<file path="src/rtl/ahb_clac_master.sv">
// AHB-Lite master that sequences one calculator run: three operand writes and one result read.
// Optional data-phase wait timeout is enabled with CLAC_MST_TIMEOUT_EN.
module ahb_clac_master #(
  parameter logic [7:0] ADDR_A    = 8'h00,
  parameter logic [7:0] ADDR_B    = 8'h04,
  parameter logic [7:0] ADDR_CTRL = 8'h08,
  parameter logic [7:0] ADDR_RES  = 8'h0C,
  parameter int         TIMEOUT   = 16
) (
  input  logic        hclk,
  input  logic        hresetn,
  input  logic        start,
  input  logic [15:0] op_a,
  input  logic [15:0] op_b,
  input  logic [1:0]  mode,
  output logic        hsel,
  output logic [7:0]  haddr,
  output logic        hwrite,
  output logic [1:0]  htrans,
  output logic [2:0]  hsize,
  output logic [2:0]  hburst,
  output logic [31:0] hwdata,
  input  logic        hready_resp,
  input  logic [1:0]  hresp,
  input  logic [31:0] hrdata,
  output logic [31:0] result,
  output logic        done,
  output logic        err,
  output logic        busy
);

  typedef enum logic [2:0] {
    IDLE,
    A_PH,
    LAST_D,
    FIN,
    ABORT
  } state_t;

  state_t      state_q;
  state_t      state_d;
  logic [1:0]  idx_q;
  logic [1:0]  idx_d;
  logic [15:0] a_q;
  logic [15:0] b_q;
  logic [1:0]  mode_q;
  logic [31:0] result_q;
  logic        accept;
  logic        cap;
  logic        aph;
  logic        in_dph;
  logic        bus_err;
  logic        tmo;

  assign accept  = (state_q == IDLE) && start;
  assign aph     = (state_q == A_PH);
  // Index 0 has no earlier transfer, so no data phase runs beside it.
  assign in_dph  = (aph && (idx_q != 2'd0)) ||
                   (state_q == LAST_D);
  assign bus_err = in_dph && (hresp == 2'b01) &&
                   !hready_resp;

`ifdef CLAC_MST_TIMEOUT_EN
  localparam int CW = $clog2(TIMEOUT + 1);

  logic [CW-1:0] wait_q;

  always_ff @(posedge hclk or negedge hresetn) begin
    if (!hresetn) begin
      wait_q <= '0;
    end else if (in_dph && !hready_resp) begin
      wait_q <= wait_q + 1'b1;
    end else begin
      wait_q <= '0;
    end
  end

  assign tmo = in_dph && !hready_resp &&
               (wait_q == CW'(TIMEOUT - 1));
`else
  logic unused_timeout;

  assign unused_timeout = (TIMEOUT > 0);
  assign tmo            = 1'b0;
`endif

  always_ff @(posedge hclk or negedge hresetn) begin
    if (!hresetn) begin
      state_q <= IDLE;
      idx_q   <= 2'd0;
    end else begin
      state_q <= state_d;
      idx_q   <= idx_d;
    end
  end

  always_ff @(posedge hclk or negedge hresetn) begin
    if (!hresetn) begin
      a_q    <= '0;
      b_q    <= '0;
      mode_q <= '0;
    end else if (accept) begin
      a_q    <= op_a;
      b_q    <= op_b;
      mode_q <= mode;
    end
  end

  always_ff @(posedge hclk or negedge hresetn) begin
    if (!hresetn) begin
      result_q <= '0;
    end else if (cap) begin
      result_q <= hrdata;
    end
  end

  always_comb begin
    state_d = state_q;
    idx_d   = idx_q;
    cap     = 1'b0;
    unique case (state_q)
      IDLE: begin
        if (start) begin
          state_d = A_PH;
          idx_d   = 2'd0;
        end
      end
      A_PH: begin
        if (bus_err || tmo) begin
          state_d = ABORT;
        end else if (hready_resp) begin
          if (idx_q == 2'd3) begin
            state_d = LAST_D;
          end else begin
            idx_d = idx_q + 2'd1;
          end
        end
      end
      LAST_D: begin
        if (bus_err || tmo) begin
          state_d = ABORT;
        end else if (hready_resp) begin
          cap     = 1'b1;
          state_d = FIN;
        end
      end
      FIN:     state_d = IDLE;
      ABORT:   state_d = IDLE;
      default: state_d = IDLE;
    endcase
  end

  always_comb begin
    haddr = 8'h00;
    unique case (1'b1)
      aph && (idx_q == 2'd0): haddr = ADDR_A;
      aph && (idx_q == 2'd1): haddr = ADDR_B;
      aph && (idx_q == 2'd2): haddr = ADDR_CTRL;
      aph && (idx_q == 2'd3): haddr = ADDR_RES;
      default:                haddr = 8'h00;
    endcase
  end

  // Write data trails its address phase by one transfer.
  always_comb begin
    hwdata = 32'h0;
    unique case (1'b1)
      aph && (idx_q == 2'd1): hwdata = {16'h0, a_q};
      aph && (idx_q == 2'd2): hwdata = {16'h0, b_q};
      aph && (idx_q == 2'd3): hwdata = {29'h0, mode_q, 1'b1};
      default:                hwdata = 32'h0;
    endcase
  end

  assign htrans = aph ? 2'b10 : 2'b00;
  assign hsize  = aph ? 3'b010 : 3'b000;
  assign hburst = 3'b000;
  assign hwrite = aph && (idx_q != 2'd3);
  assign hsel   = aph || (state_q == LAST_D);
  assign busy   = hsel;
  assign done   = (state_q == FIN) || (state_q == ABORT);
  assign err    = (state_q == ABORT);
  assign result = result_q;

endmodule

</file>
<file path="config.mk">
export PLATFORM = sky130hd
export DESIGN_NAME = ahb_clac_master
export DESIGN_NICKNAME = d
export VERILOG_FILES = /design/src/rtl/ahb_clac_master.sv
export SDC_FILE = /design/constraint.sdc
export NUM_CORES = 1
export LEC_CHECK = 0
export ABC_AREA = 1
export CORE_UTILIZATION = 40
export CTS_CLUSTER_DIAMETER = 80
export DETAILED_ROUTE_END_ITERATION = 8
export MAX_ROUTING_LAYER = met4
export PLACE_DENSITY = 0.76
export SLEW_MARGIN = 20
export SYNTH_ARGS = -nofsm -noshare
export SYNTH_HDL_FRONTEND = slang
export SYNTH_SLANG_ARGS = --single-unit
</file>
<file path="constraint.sdc">
create_clock -name hclk -period 3.6 [get_ports hclk]
set_input_delay 0.72 -clock hclk [delete_from_list [all_inputs] [get_ports hclk]]
set_output_delay 0.72 -clock hclk [all_outputs]
set_load 0.03 [all_outputs]
</file>
==> results.txt <==
The run finished with clean final reports. Setup repair after global routing left no endpoint under its margin. Counting flops and latches in the post-synthesis netlist gives 71.

Walking the worst path, the cells encountered are inv_1 > ha_1 > inv_1 > nor2_4 > a22o_1 > clkdlybuf4s50_1. The final weighted congestion of routability-driven global placement came out at around 0.9. The area of the core came out at 8340 µm². After synthesis the cells add up to approximately 3500 µm².

Once routing completed, OpenROAD measured the worst setup slack at 487 ps. Among cell families on the critical path, the largest total delay comes from buffers and inverters. The sum of overflow across all layers after global routing is 0. For the worst setup path, the data arrival time is roughly 2400 ps. The post-CTS resize count came out at 0. The number of clock sinks came out at 71. Dividing the final minimum period by the clock period gives between 80% and 90%. TritonCTS built the clock tree. The largest voltage drop on the vdd net came out at between 300 and 400 µV. Among the stages of the critical path, the cell type that occurs most often is sky130_fd_sc_hd__inv_1. The tree is rooted in a sky130_fd_sc_hd__clkbuf_8. The largest net degree at the start of global routing is 72. The critical-path cell with the highest stage delay is sky130_fd_sc_hd__clkdlybuf4s50_1. Of all cell types, the one taking the most synthesized area is sky130_fd_sc_hd__dfrtp_1.

The H-tree was split into 3 levels. The count of pins over their slew limit came out at 0. Detailed routing inserted a total of 2,613 vias. The worst setup path is captured at a primary output. The number of search-and-repair iterations in the first detailed-routing pass came out at 4. sky130_fd_sc_hd__nand2_1 is the most common cell in the netlist. The most used flip-flop cell after synthesis is sky130_fd_sc_hd__dfrtp_1. The via count of the first global-routing pass came to ~2.5k. The total chip power came out at 4.18 mW.

The area added between synthesis and finish is 41.1%. The count of antenna-violating nets left after detailed routing came out at 0. The instance count of the mapped netlist is 331. The origin of the worst setup path is idx_q[0]. The static leakage is 2.36 nW. The number of unique standard cell types used by synthesis is 23. The estimated wirelength of the detail-placed design came out at 5180 µm. On the worst path, the slowest cell contributes a delay of 670 ps. The per-cell routed wire length came out at 13.3 µm. The largest fanout on the critical path is 16. Using the TritonRoute via totals, the vias-per-cell ratio works out to 4.64. The required time of the worst setup path came out at between 2000 and 3000 ps. The count of input and output buffers came out at 128. The synthesized design devotes to its leading area cell type 51.0% of total area.

The first global-routing pass estimated between 10,000 and 15,000 µm of wire. The critical path is of the flop to primary output type. The combined buffer and inverter count along the critical path came out at 3.

The net total in the final layout came out at about 530. The minimum clock period after layout came out at 3110 ps. The clock slew at the register clock pins of the worst setup and hold paths is approximately 70 ps. In this run the horizontal extent of the chip is 95.4 µm. The count of buffers added by post-CTS timing repair for setup is 0. The worst register-to-register path begins at state_q[2]. Counting flops with a built-in enable in the synthesized netlist gives 0. The number of hold buffers added after CTS was 0. The share of final-layout standard cells stronger than drive strength 1 is about an eighth. The routed wire length came out at about 7500 µm.

The path class of the tightest hold or removal check is flop to flop. For the pin with the worst max-slew slack, the measured transition is between 800 and 900 ps. For this design the top-level I/O count stands at 157. The clock latency on the worst-skew pair is between 300 and 400 ps. The power per unit of standard cell area came out at 850 nW/µm². Before CTS, the worst setup slack after placement is 864 ps. The final sum of negative setup slack came out at 0 ps.

The final number of setup-violating endpoints came out at 0. The number of clock buffers added by TritonCTS is 9. By area the synthesized netlist is led by sky130_fd_sc_hd__dfrtp_1 51%, sky130_fd_sc_hd__mux2_4 13%, sky130_fd_sc_hd__nand2_1 9.5%. The number of antenna cells inserted came out at 0. The startpoint of the most critical hold path is result[18]. The normalized max-slew margin is approximately two fifths. The aggregate global-route resource usage is 17.3%. The number of warnings issued by yosys is 0. Counting instances in the post-synthesis netlist gives the leading cell types as 88 x sky130_fd_sc_hd__nand2_1, 71 x sky130_fd_sc_hd__dfrtp_1, 37 x sky130_fd_sc_hd__nand3_1, 33 x sky130_fd_sc_hd__buf_4, 30 x sky130_fd_sc_hd__mux2_4. The clock tree buffer depth came out at 2. The highest achievable clock rate is between 0.3 and 0.4 GHz. The initial antenna violation count is 0. The floorplan step defined a die boundary enclosing 9100 µm². After floorplanning, the core was divided into 33 placement rows.

The number of failing hold endpoints at the final stage came out at 0. The die extent in y is 95.4 µm. The number of design-rule violations left by the first detailed-router iteration came out at ~60. After synthesis, the share of flip-flops with an asynchronous set or reset is 100%. The number of max-capacitance violations reported came out at 0. The worst setup path is launched from a flop. The DRC violation count after routing is 0.

The share of synthesized area occupied by flip-flops and latches came out at 51.0%. Once the floorplan was initialized, standard cells occupied a little over two fifths of the core. The final cell utilization of the core is 59.0%. The worst setup skew after layout came out at 8.37 ps. A synthesized cell averages 10.5 µm².
through the flow:
step / hold WS, ps / cell area, µm² / std cells
after global routing: 489 / 4920 / 563
after detailed placement: 458 / 4690 / 547
after global placement: 452 / 4690 / 547
after CTS: 476 / 4920 / 563
final: 470 / 4920 / 563
after floorplan: 424 / 3590 / 358
layout by cell type, fill, tap and decap left out:
cell                              instances
sky130_fd_sc_hd__a21oi_1                  6
sky130_fd_sc_hd__a22o_1                  13
sky130_fd_sc_hd__buf_4                    3
sky130_fd_sc_hd__bufinv_16                2
sky130_fd_sc_hd__clkbuf_8                11
sky130_fd_sc_hd__clkdlybuf4s50_1        127
sky130_fd_sc_hd__clkinv_2                 1
sky130_fd_sc_hd__clkinvlp_4               2
sky130_fd_sc_hd__conb_1                  28
sky130_fd_sc_hd__dfrtp_1                 71
sky130_fd_sc_hd__ha_1                     4
sky130_fd_sc_hd__inv_1                   11
sky130_fd_sc_hd__inv_2                    1
sky130_fd_sc_hd__mux2_2                   4
sky130_fd_sc_hd__mux2_4                  30
sky130_fd_sc_hd__nand2_1                 87
sky130_fd_sc_hd__nand2_2                  1
sky130_fd_sc_hd__nand2_4                  1
sky130_fd_sc_hd__nand3_1                 37
sky130_fd_sc_hd__nand3_4                  1
sky130_fd_sc_hd__nand3b_1                 2
sky130_fd_sc_hd__nor2_1                   8
sky130_fd_sc_hd__nor2_2                   1
sky130_fd_sc_hd__nor2_4                   3
sky130_fd_sc_hd__o21ai_0                  2
sky130_fd_sc_hd__o22ai_1                  1
worst reg2reg max path, cell delays in order, from the launching register on:
cell and delay, ps:
sky130_fd_sc_hd__dfrtp_1 410, sky130_fd_sc_hd__inv_1 110, sky130_fd_sc_hd__nand2_1 90, sky130_fd_sc_hd__nor2_2 80
sky130_fd_sc_hd__buf_4 320, sky130_fd_sc_hd__nand2_2 440, sky130_fd_sc_hd__nand2_1 190, sky130_fd_sc_hd__nand2_1 70
registers in the layout (all words and copies together) (netlist names):
| name | cells |
|---|---|
| a_q | 16 |
| b_q | 16 |
| idx_q | 2 |
| mode_q | 2 |
| result | 32 |
| state_q | 3 |
cell families (layout without fill, tap and decap cells):
group / count (synthesis) / after routing / share of synthesized area [%]
and+or+nand+nor: 141 / 141 / 18.0
other: 1 / 28 / 0.108
buffers and inverters: 58 / 158 / 10.7
AOI/OAI and AO/OA: 22 / 22 / 4.59
DFF: 71 / 71 / 51.0
adders and majority gates: 4 / 4 / 1.44
muxes: 34 / 34 / 14.2
where the power goes:
| part | total, mW | switching, mW | internal [mW] | leakage [nW] |
|---|---|---|---|---|
| clock | 0.710 | 0.283 | 0.427 | 0.112 |
| sequential | 1.41 | 0.230 | 1.18 | 0.867 |
| combinational | 2.07 | 1.11 | 0.960 | 1.38 |
area by class of cell:
type,instances,area (µm²)
multi-input cells,229,1440
clock inverters,5,80.1
well taps,105,131
fillers,718,3420
repair buffers,130,1290
inverters,12,45.0
flip-flops and latches,71,1780
clock buffers,11,151
layer usage:
metal | global-route usage (%) | up-vias | part of all wire [%]
met3 | 4.39 | 11 | 7.9
li1 | - | 1269 | -
met5 | - | - | 0
met4 | 4.98 | 0 | 1.2
met1 | 21.2 | 1224 | 44
met2 | 28.4 | 109 | 47
final timing paths:
| kind | depth (start not counted) | endpoint | slack [ps] |
|---|---|---|---|
| min in group asynchronous | 1 | result[6] | 490 |
| worst max-delay path | 6 | hwdata[6] | 490 |
| worst min-delay path | 2 | result[18] | 470 |
| max in group asynchronous | 1 | state_q[1] | 2520 |
| worst min register to register | 2 | result[18] | 470 |
| worst max register to register | 7 | result[21] | 1780 |
No activity file was read; power rests on OpenSTA's default activity.
